===== src/rtl/oled_frame_sequencer.sv =====
// SSD1306 128x32 frame sequencer: plays the init ROM once after reset, then on each
// start sends the window setup and the 512-byte framebuffer, one I2C transaction per byte.
//
// state     | meaning
// INIT_LOAD | latch init ROM byte, command control byte
// WIN_LOAD  | latch window ROM byte, command control byte
// FB_REQ    | fb_rd high, RAM fetching fb_addr
// FB_LOAD   | latch RAM data, data control byte
// ISSUE     | wait for controller idle, then pulse i2c_enable
// WAIT_BUSY | wait for controller to go busy, re-issue on timeout
// WAIT_DONE | wait for controller to finish the byte
// NEXT      | advance index / address / phase
// IDLE      | busy low, waiting for start
module oled_frame_sequencer #(
  parameter logic [6:0] DEV_ADDR     = 7'h3C,
  parameter int         N_INIT       = 25,
  parameter int         FB_BYTES     = 512,
  parameter int         BUSY_TIMEOUT = 16
) (
  input  logic       clk,
  input  logic       rst,
  input  logic       start,
  output logic       busy,
  output logic       done,
  output logic       fb_rd,
  output logic [8:0] fb_addr,
  input  logic [7:0] fb_data,
  output logic [6:0] i2c_addr,
  output logic       i2c_rw,
  output logic [7:0] i2c_ctrl,
  output logic [7:0] i2c_data,
  output logic       i2c_enable,
  input  logic       i2c_ready
);

  typedef enum logic [3:0] {
    INIT_LOAD, WIN_LOAD, FB_REQ, FB_LOAD, ISSUE, WAIT_BUSY, WAIT_DONE, NEXT, IDLE
  } state_t;

  typedef enum logic [1:0] {PH_INIT, PH_WIN, PH_FB} phase_t;

  localparam int               TMR_W     = $clog2(BUSY_TIMEOUT + 1);
  localparam logic [TMR_W-1:0] TMR_LOAD  = TMR_W'(BUSY_TIMEOUT);
  localparam logic [TMR_W-1:0] TMR_LAST  = TMR_W'(1);
  localparam logic [4:0]       INIT_LAST = 5'(N_INIT - 1);
  localparam logic [4:0]       WIN_LAST  = 5'd5;
  localparam logic [8:0]       FB_LAST   = 9'(FB_BYTES - 1);
  localparam logic [7:0]       CTRL_CMD  = 8'h00;
  localparam logic [7:0]       CTRL_DATA = 8'h40;

  state_t           state;
  phase_t           phase;
  logic [4:0]       idx;
  logic [TMR_W-1:0] tmr;
  logic             pending;

  function automatic logic [7:0] init_rom(input logic [4:0] i);
    logic [7:0] b;
    case (i)
      5'd0:  b = 8'hAE;
      5'd1:  b = 8'hD5;
      5'd2:  b = 8'h80;
      5'd3:  b = 8'hA8;
      5'd4:  b = 8'h1F;
      5'd5:  b = 8'hD3;
      5'd6:  b = 8'h00;
      5'd7:  b = 8'h40;
      5'd8:  b = 8'h8D;
      5'd9:  b = 8'h14;
      5'd10: b = 8'h20;
      5'd11: b = 8'h00;
      5'd12: b = 8'hA1;
      5'd13: b = 8'hC8;
      5'd14: b = 8'hDA;
      5'd15: b = 8'h02;
      5'd16: b = 8'h81;
      5'd17: b = 8'h8F;
      5'd18: b = 8'hD9;
      5'd19: b = 8'hF1;
      5'd20: b = 8'hDB;
      5'd21: b = 8'h40;
      5'd22: b = 8'hA4;
      5'd23: b = 8'hA6;
      5'd24: b = 8'hAF;
      default: b = 8'hE3;
    endcase
    return b;
  endfunction

  function automatic logic [7:0] win_rom(input logic [4:0] i);
    logic [7:0] b;
    case (i)
      5'd0: b = 8'h21;
      5'd1: b = 8'h00;
      5'd2: b = 8'h7F;
      5'd3: b = 8'h22;
      5'd4: b = 8'h00;
      5'd5: b = 8'h03;
      default: b = 8'hE3;
    endcase
    return b;
  endfunction

  assign i2c_addr = DEV_ADDR;
  assign i2c_rw   = 1'b0;

  always_ff @(posedge clk or negedge rst) begin
    if (!rst) begin
      state      <= INIT_LOAD;
      phase      <= PH_INIT;
      idx        <= 5'd0;
      tmr        <= '0;
      pending    <= 1'b0;
      busy       <= 1'b1;
      done       <= 1'b0;
      fb_rd      <= 1'b0;
      fb_addr    <= 9'd0;
      i2c_ctrl   <= 8'h00;
      i2c_data   <= 8'h00;
      i2c_enable <= 1'b0;
    end else begin
      i2c_enable <= 1'b0;
      done       <= 1'b0;
      fb_rd      <= 1'b0;
      if (start && state != IDLE) pending <= 1'b1;

      case (state)
        INIT_LOAD: begin
          i2c_data <= init_rom(idx);
          i2c_ctrl <= CTRL_CMD;
          state    <= ISSUE;
        end
        WIN_LOAD: begin
          i2c_data <= win_rom(idx);
          i2c_ctrl <= CTRL_CMD;
          state    <= ISSUE;
        end
        FB_REQ: state <= FB_LOAD;
        FB_LOAD: begin
          i2c_data <= fb_data;
          i2c_ctrl <= CTRL_DATA;
          state    <= ISSUE;
        end
        ISSUE: begin
          if (i2c_ready) begin
            i2c_enable <= 1'b1;
            tmr        <= TMR_LOAD;
            state      <= WAIT_BUSY;
          end
        end
        // Timeout is counted from the enable cycle itself.
        WAIT_BUSY: begin
          if (!i2c_ready)            state <= WAIT_DONE;
          else if (tmr == TMR_LAST)  state <= ISSUE;
          else                       tmr   <= tmr - TMR_LAST;
        end
        WAIT_DONE: begin
          if (i2c_ready) state <= NEXT;
        end
        NEXT: begin
          case (phase)
            PH_INIT: begin
              if (idx == INIT_LAST) begin
                idx <= 5'd0;
                if (pending || start) begin
                  pending <= 1'b0;
                  phase   <= PH_WIN;
                  state   <= WIN_LOAD;
                end else begin
                  busy  <= 1'b0;
                  state <= IDLE;
                end
              end else begin
                idx   <= idx + 5'd1;
                state <= INIT_LOAD;
              end
            end
            PH_WIN: begin
              if (idx == WIN_LAST) begin
                idx   <= 5'd0;
                phase <= PH_FB;
                fb_rd <= 1'b1;
                state <= FB_REQ;
              end else begin
                idx   <= idx + 5'd1;
                state <= WIN_LOAD;
              end
            end
            default: begin
              if (fb_addr == FB_LAST) begin
                fb_addr <= 9'd0;
                done    <= 1'b1;
                // A queued start chains straight into the next refresh.
                if (pending || start) begin
                  pending <= 1'b0;
                  phase   <= PH_WIN;
                  state   <= WIN_LOAD;
                end else begin
                  busy  <= 1'b0;
                  state <= IDLE;
                end
              end else begin
                fb_addr <= fb_addr + 9'd1;
                fb_rd   <= 1'b1;
                state   <= FB_REQ;
              end
            end
          endcase
        end
        IDLE: begin
          if (start) begin
            busy  <= 1'b1;
            phase <= PH_WIN;
            idx   <= 5'd0;
            state <= WIN_LOAD;
          end
        end
        default: state <= INIT_LOAD;
      endcase
    end
  end

endmodule


===== config.mk =====
export PLATFORM = sky130hd
export DESIGN_NAME = oled_frame_sequencer
export DESIGN_NICKNAME = d
export VERILOG_FILES = /design/src/rtl/oled_frame_sequencer.sv
export SDC_FILE = /design/constraint.sdc
export NUM_CORES = 1
export LEC_CHECK = 0
export ABC_AREA = 1
export CORE_ASPECT_RATIO = 0.9
export CORE_MARGIN = 2
export CORE_UTILIZATION = 57
export CTS_CLUSTER_SIZE = 30
export DETAILED_ROUTE_END_ITERATION = 10
export PLACE_DENSITY = 0.84
export SETUP_SLACK_MARGIN = 0.05
export SYNTH_ARGS = -nofsm -noshare
export SYNTH_HDL_FRONTEND = slang
export SYNTH_SLANG_ARGS = --single-unit
export TNS_END_PERCENT = 30

===== constraint.sdc =====
create_clock -name clk -period 5.9 [get_ports clk]
set_clock_uncertainty 0.2 [all_clocks]
set_input_delay 1.18 -clock clk [delete_from_list [all_inputs] [get_ports clk]]
set_output_delay 1.18 -clock clk [all_outputs]
set_load 0.1 [all_outputs]

# Word-level counts from Yosys, hierarchy flattened
# Memories as Yosys holds them, arrays and structs flattened.
# Cells that the tools add are included.
# classes
add_sub_neg,3
n_eq_ne,30
n_mux,52
bitwise,1
reduce_logical,19
# ops
cell,count
8-bit case mux with 5 select lines,1
4-bit two-way mux,8
5-bit two-way mux,6
5-bit case mux with 2 select lines,3
4-bit case mux with 7 select lines,1
8-bit case mux with 3 select lines,1
1-bit two-way mux,17
"4-bit by 3-bit == test with 1-bit output, second input constant",4
8-bit case mux with 2 select lines,1
"3-bit != test, second input constant",5
2-bit two-way mux,6
"2-bit != test, second input constant",6
"5-bit by 1-bit == test with 1-bit output, second input constant",2
"5-bit by 2-bit == test with 1-bit output, second input constant",2
"5-bit by 3-bit == test with 1-bit output, second input constant",2
5-bit AND reduction,2
"9-bit by 1-bit adder with 9-bit output, second input constant",1
"9-bit == test, second input constant",1
9-bit two-way mux,1
"4-bit by 2-bit == test with 1-bit output, second input constant",2
"4-bit != test, second input constant",2
1-bit case mux with 2 select lines,4
2-bit case mux with 2 select lines,2
4-bit case mux with 2 select lines,1
19 further kinds,24
# word_totals
reg_bits,46
romBits,256
inputBits,12
memories,1
# memory_table
name,depth,word_bits,rd,rd_ports_with_merged_regs,write_ports,line_no,text
(name not given),32,8,1,0,0,59,case (i)

# Depth between registers and ports, before layout
# Gate-level depths: netlist of run 1.
# logic_depth
ltp_word,7
ltp_mapped,13

# Least setup slack after synthesis of run 1
# OpenSTA, ideal clock, no wires.
# synth_path
path_type,reg-to-reg
startpoint,register fb_addr[0]
endpoint,register phase[1]
t_arrival_ps,2377
required_ps,5583
path_slack_ps,3207
stages_incl_launch_ff,14
path_buffers,0
path_cell_list,dfrtp_1 -> ha_1 -> nand3_1 -> inv_1 -> nand4_1 -> nor2_1 -> ha_1 -> inv_1 -> nand2_4 -> nand2_4 -> nor2_2 -> nand2_2 -> nand2_1 -> nand2_1
# synth_between
elab_chain_len,3
# synth_lines
item,line_no,text
from (decl),26,"output logic [8:0] fb_addr,"
from (signal assigned),203,fb_addr <= fb_addr + 9'd1;
9-bit == test,190,if (fb_addr == FB_LAST) begin
4-bit != test (no line),--,
5-bit AND reduction (no line),--,
to (signal assigned),181,phase <= PH_FB;
to (signal assigned),196,phase <= PH_WIN;
to (signal assigned),213,phase <= PH_WIN;
to (decl),52,phase_t phase;
# Every way passes these cells.
# A chain may end at the register's enable or synchronous reset.

# Worst setup path after layout of run 1
# layout_path
startpoint,register busy
endpoint,output busy
# layout_lines
item,line_no,text
from (decl),23,"output logic busy,"
from (signal assigned),114,busy <= 1'b1;
from (signal assigned),170,busy <= 1'b0;
from (signal assigned),199,busy <= 1'b0;
# No word-level cell between the ends.

==> results of run 1 <==
-- power groups by stage --
stage,sequential (µW),combinational (µW),clock [µW]
2_1_floorplan,697,607,0
5_1_grt,462,1180,237
3_3_place_gp,447,1050,0
4_1_cts,447,1060,225
6_report,448,1070,222
3_5_place_dp,452,1060,0
-- layer usage --
metal | part of all wire | vias to the layer above | global-route usage
met5 | 0 | - | 0
met4 | 0.015 | 0 | 0.0707
met3 | 0.063 | 12 | 0.0469
met2 | 0.43 | 105 | 0.355
met1 | 0.49 | 1137 | 0.335
li1 | - | 1256 | -
-- Yosys cell counts (3+ instances only) --
cell type / n / area share
nor2_2: 4 / 0.0092
nand2_2: 5 / 0.011
nor2_1: 36 / 0.050
dfrtp_1: 38 / 0.35
buf_4: 18 / 0.050
inv_1: 44 / 0.061
a21oi_1: 11 / 0.020
o211ai_1: 3 / 0.0083
ha_1: 11 / 0.051
inv_2: 6 / 0.0083
o22ai_1: 4 / 0.0092
nand2_4: 4 / 0.017
o31ai_1: 3 / 0.0083
nand3_1: 34 / 0.062
xor2_1: 4 / 0.013
o21ai_0: 24 / 0.044
nand2_1: 100 / 0.14
nand4_1: 7 / 0.016
-- flip-flops by register name, indices dropped and copies added, names as in the netlist --
signal      count
i2c_data        8
phase           2
fb_addr         9
tmr             5
idx             5
fb_rd           1
busy            1
pending         1
done            1
i2c_ctrl        1
state           4
i2c_enable      1
-- final cells by class --
cell class                      instances  share of cell area
Clock inverter                          3              0.0139
Timing Repair Buffer                   33               0.103
Multi-Input combinational cell        284               0.466
Clock buffer                            5              0.0219
Tap cell                               62              0.0247
Inverter                               50              0.0596
Sequential cell                        39               0.311
-- worst max-delay path by stage --
stage / from / cells past startpoint / slack (ns) / endpoint
global placement: busy / 1 / 2.88 / busy
finish: busy / 1 / 2.57 / busy
detailed placement: busy / 1 / 2.88 / busy
global route: busy / 1 / 2.54 / busy
floorplan: fb_addr[0] / 13 / 3.21 / phase[1]
CTS: busy / 1 / 2.55 / busy
-- per-stage QoR --
| stage | cell area (µm²) | setup slack, ns |
|---|---|---|
| after floorplan | 2770 | 3.21 |
| final | 3150 | 2.57 |
| after detailed placement | 3030 | 2.88 |
| after CTS | 3150 | 2.55 |
| after global placement | 3030 | 2.88 |
| after global routing | 3150 | 2.54 |
-- kinds of logic (layout without fill, tap and decap cells) --
| group | after synthesis | after routing | synth area share |
|---|---|---|---|
| other | 2 | 15 | 0.00276 |
| DFF | 39 | 39 | 0.359 |
| xor gates and xnor gates | 6 | 6 | 0.0193 |
| AOI/OAI and AO/OA | 53 | 53 | 0.110 |
| and+or+nand+nor | 198 | 198 | 0.335 |
| adders and majority gates | 11 | 11 | 0.0506 |
| buffers and inverters | 69 | 91 | 0.120 |
| muxes | 1 | 1 | 0.00368 |
-- worst min-delay path, delay by kind of cell, from the launching register on --
| family | cells | cell delay, ns |
|---|---|---|
| DFF | 1 | 0.35 |
| and+or+nand+nor | 2 | 0.10 |
==> results.sh, run 1 <==
export IMPL_async_flop_share=1.00
export IMPL_p_comb_frac=0.615
export IMPL_p_clk_frac=0.127
export IMPL_p_int_uw=775
export IMPL_io_pins=49
export IMPL_rsz0062_at_grt="no"
export IMPL_holdWs_ns=0.280
export IMPL_setup_viol=0
export IMPL_synth_seq_cells=39
export IMPL_synth_area_um2=2720
export IMPL_netlist_cell_type_count=35
export IMPL_grt_pass1_wl_mm=10.3
export IMPL_tightest_slew_ns=0.984
export IMPL_grt_usage=0.233
export IMPL_vias=2510
export IMPL_hold_class="reg -> reg"
export IMPL_hp_start="i2c_data[4]"
export IMPL_slew_limit_headroom=0.342
export IMPL_cp_arrival_ns=1.95
export IMPL_final_antenna_net_count=0
export IMPL_cts_root_buf="clkbuf_8"
export IMPL_cts_hold_buf=0
export IMPL_power_density_nw_per_um2=553
export IMPL_gp_congestion=0.953
export IMPL_reg2reg_depth=13
export IMPL_cts_buffers=5
export IMPL_fin_crit_ns=3.33
export IMPL_layout_cells_non_filler=476
export IMPL_dp_cells=468
export IMPL_maxClockFrequency_mhz=300
export IMPL_start_util=0.603
export IMPL_first_iter_violations=184
export IMPL_layout_drive_gt1_share=0.0870
export IMPL_status="completed"
export IMPL_seq_power_share=0.257
export IMPL_area_growth_pct=15.6
export IMPL_ys_flop_type="dfrtp_1"
export IMPL_switchingPower_uw=966
export IMPL_peakVddDrop_mv=0.352
export IMPL_port_buffer_count=33
export IMPL_dieHeight_um=69.6
export IMPL_hold_viol=0
export IMPL_fin_setup_tns_ns=0
export IMPL_routed_via_density=5.27
export IMPL_grt_pass1_vias=2277
export IMPL_worst_path_max_fanout=3
export IMPL_cts_path_max_buffers=2
export IMPL_r2r_slack_ns=3.73
export IMPL_hold_depth=2
export IMPL_layout_nets=436
export IMPL_ys_seq_area_frac=0.359
export IMPL_grt_max_degree=40
export IMPL_avgRoutedWirePerCell_um=12.3
export IMPL_utilization=0.696
export IMPL_register_area_um2=977
export IMPL_critical_path_class="reg -> out"
export IMPL_synth_cells=379
export IMPL_timing_rr_start="fb_addr[0]"
export IMPL_multi_input_area_um2=1470
export IMPL_worstSkewPairLatency_ns=0.29
export IMPL_syn_avg_cell_area_um2=7.18
export IMPL_cts_tree="yes"
export IMPL_drt_pass1_iterations=5
export IMPL_synth_warnings=0
export IMPL_dp_hpwl_mm=4.43
export IMPL_postCtsSetupRepairBufs=0
export IMPL_globalRoute_totalOverflow=0
export IMPL_cp_cell_sequence="clkdlybuf4s50_1"
export IMPL_drv_cap=0
export IMPL_sw_frac_of_total=0.555
export IMPL_num_rows=23
export IMPL_synth_edf_count=0
export IMPL_critPathLaunchType="flop"
export IMPL_final_common_cell="nand2_1"
export IMPL_die_x_um=76.9
export IMPL_fillCellCount=377
export IMPL_cp_end_kind="primary output"
export IMPL_layout_common_cells="nand2_1, inv_1, dfrtp_1"
export IMPL_n_antenna_cell=0
export IMPL_cellLeakagePower_uw=0.00162
export IMPL_slowest_delay_ns=1.13
export IMPL_numClockSinks=39
export IMPL_critPathBufInv=1
export IMPL_cts_resized=0
export IMPL_fp_dieArea_um2=5350
export IMPL_slew_violations=0
export IMPL_slowest_stage="clkdlybuf4s50_1"
export IMPL_htree_levels=2
export IMPL_antenna_found_initial=0
export IMPL_clk_pin_slew_ns=0.08
export IMPL_fin_crit_sh=0.565
export IMPL_coreArea_um2=4520
export IMPL_crit_family="buffers and inverters"
export IMPL_r2r_end="phase[0]"
export IMPL_power_uw=1740
export IMPL_whs_endpoint="i2c_data[4]"
export IMPL_cp_required_ns=4.52
export IMPL_wl_mm=5.86
export IMPL_remaining_drc_errors=0
No activity file was read; power rests on OpenSTA's default activity.
==> run 2, diff against run 1 <==
--- a/config.mk
+++ b/config.mk
@@ -8,10 +8,10 @@
 export ABC_AREA = 1
 export CORE_ASPECT_RATIO = 0.9
 export CORE_MARGIN = 2
-export CORE_UTILIZATION = 57
+export CORE_UTILIZATION = 53
 export CTS_CLUSTER_SIZE = 30
 export DETAILED_ROUTE_END_ITERATION = 10
-export PLACE_DENSITY = 0.84
+export PLACE_DENSITY = 0.78
 export SETUP_SLACK_MARGIN = 0.05
 export SYNTH_ARGS = -nofsm -noshare
 export SYNTH_HDL_FRONTEND = slang
==> constraint.sdc (replaced) <==
create_clock -name clk -period 3.1 [get_ports clk]
set_clock_uncertainty 0.2 [all_clocks]
set_input_delay 0.62 -clock clk [delete_from_list [all_inputs] [get_ports clk]]
set_output_delay 0.62 -clock clk [all_outputs]
set_load 0.1 [all_outputs]
==> run 2 against run 1 <==
  * First-iteration DRC count up 65%
  * Combinational power up 90%
  * Register-to-register slack worse by 2.8 ns
  * Die area up 7.1%
  * Critical path type is now reg -> reg
  * Critical endpoint is now phase[1]
  * Largest cell class unchanged
==> results.sh, run 2 (synthesized netlist as in run 1, its figures left out) <==
export IMPL_status="completed"
export IMPL_fin_crit_sh=0.693
export IMPL_port_buffer_count=33
export IMPL_final_common_cell="nand2_1"
export IMPL_coreArea_um2=4890
export IMPL_multi_input_area_um2=1470
export IMPL_area_growth_pct=14.0
export IMPL_largest_reg_flops=9
export IMPL_drv_cap=0
export IMPL_grt_pass1_vias=2421
export IMPL_fin_setup_tns_ns=0
export IMPL_avgRoutedWirePerCell_um=12.6
export IMPL_maxClockFrequency_mhz=466
export IMPL_slowest_stage="dfrtp_1"
export IMPL_regMostFlops="fb_addr"
export IMPL_hold_viol=0
export IMPL_cp_depth=13
export IMPL_fin_area_um2=3100
export IMPL_cts_path_max_buffers=2
export IMPL_layout_common_cells="nand2_1, inv_1, dfrtp_1"
export IMPL_cts_resized=0
export IMPL_cp_required_ns=3.10
export IMPL_cts_buffers=5
export IMPL_dieHeight_um=72.0
export IMPL_reg_top3="fb_addr (9), i2c_data (8)"
export IMPL_register_area_um2=977
export IMPL_routed_via_density=5.23
export IMPL_slowest_delay_ns=0.42
export IMPL_globalRoute_totalOverflow=0
export IMPL_power_uw=3320
export IMPL_placed_area_um2=2990
export IMPL_crit_end="phase[1]"
export IMPL_critPathLaunchType="flop"
export IMPL_clk_pin_slew_ns=0.09
export IMPL_worst_path_max_fanout=5
export IMPL_drt_pass1_iterations=5
export IMPL_tightest_slew_ns=0.851
export IMPL_cellLeakagePower_uw=0.00166
export IMPL_hold_class="in -> async"
export IMPL_power_density_nw_per_um2=1070
export IMPL_fillCellCount=440
export IMPL_cp_end_kind="flop"
export IMPL_slew_limit_headroom=0.433
export IMPL_cts_root_buf="clkbuf_8"
export IMPL_fp_dieArea_um2=5730
export IMPL_setup_viol=0
export IMPL_startpoint="fb_addr[0]"
export IMPL_num_rows=24
export IMPL_io_pins=49
export IMPL_grt_usage=0.231
export IMPL_cp_arrival_ns=2.15
export IMPL_wl_mm=6.03
export IMPL_r2r_slack_ns=0.95
export IMPL_dpl_worst_slack_ns=0.951
export IMPL_gp_congestion=0.978
export IMPL_critical_path_class="reg -> reg"
export IMPL_timing_rr_start="fb_addr[0]"
export IMPL_first_iter_violations=303
export IMPL_antenna_found_initial=0
export IMPL_cp_cell_sequence="ha_1 > nand3_1 > inv_1 > nand4_1 > nor2_1 > ha_1 > inv_1 > nand2_4 > nand2_4 > nor2_2 > nand2_2 > nand2_1 > nand2_1"
export IMPL_start_util=0.556
export IMPL_remaining_drc_errors=0
export IMPL_layout_nets=437
export IMPL_cts_tree="yes"
export IMPL_n_antenna_cell=0
export IMPL_rsz0062_at_grt="no"
export IMPL_slew_violations=0
export IMPL_dp_hpwl_mm=4.58
export IMPL_numClockSinks=39
export IMPL_critPathBufInv=2
export IMPL_cts_hold_buf=0
export IMPL_layout_drive_gt1_share=0.142
export IMPL_die_x_um=79.6
export IMPL_fin_ws_ns=0.953
export IMPL_crit_family="simple AND/OR/NAND/NOR gates"
export IMPL_r2r_end="phase[1]"
export IMPL_grt_max_degree=40
export IMPL_fin_crit_ns=2.15
export IMPL_reg2reg_depth=13
export IMPL_grt_pass1_wl_mm=10.6
export IMPL_vias=2512
export IMPL_htree_levels=2
export IMPL_postCtsSetupRepairBufs=0
export IMPL_peakVddDrop_mv=0.823
export IMPL_worstSkewPairLatency_ns=0.30
export IMPL_final_antenna_net_count=0
-- run 2: cell count changes in the layout (fill, tap and decap cells not counted), sizes merged --
cell,delta
clkdlybuf4s50,-22
buf,+23
-- run 2: worst min path at each step --
stage	to	cells past startpoint
3_3_place_gp	phase[0]	2
4_1_cts	idx[2]	1
2_1_floorplan	done	0
3_5_place_dp	i2c_data[3]	2
5_1_grt	phase[1]	1
6_report	idx[2]	1
-- run 2: layout make-up --
class	instances	share of cell area
Tap cell	65	0.0262
Multi-Input combinational cell	284	0.473
Inverter	50	0.0605
Clock inverter	3	0.0141
Clock buffer	5	0.0222
Timing Repair Buffer	34	0.0895
Sequential cell	39	0.315
-- run 2: per-stage QoR --
stage,utilization,hold WS (ns),cells
after floorplan,-,0.124,392
after global placement,0.611,0.264,472
after detailed placement,0.611,0.269,472
after CTS,0.634,0.257,480
after global routing,0.634,0.294,480
final,0.634,0.219,480
-- run 2: report_power, final --
group / internal (µW) / total [µW] / switching [µW]
Clock: 240 / 434 / 195
Sequential: 671 / 858 / 187
Combinational: 546 / 2030 / 1480
Total: 1460 / 3320 / 1860
-- run 2: worst register-to-register path, cell delays in order (launching register included) --
cell	delay, ns
dfrtp_1	0.42
ha_1	0.21
nand3_1	0.11
inv_1	0.09
nand4_1	0.12
nor2_1	0.12
ha_1	0.18
inv_1	0.10
nand2_4	0.12
nand2_4	0.06
nor2_2	0.15
nand2_2	0.07
nand2_1	0.07
nand2_1	0.05
-- run 2: per-layer routing --
metal  up-vias  routed length (µm)  global-route usage
met1      1135                2760               0.313
li1       1265                   -                   -
met2       102                2720               0.385
met4         0                  88              0.0575
met3        10                 466              0.0423
met5         -                   0                   0
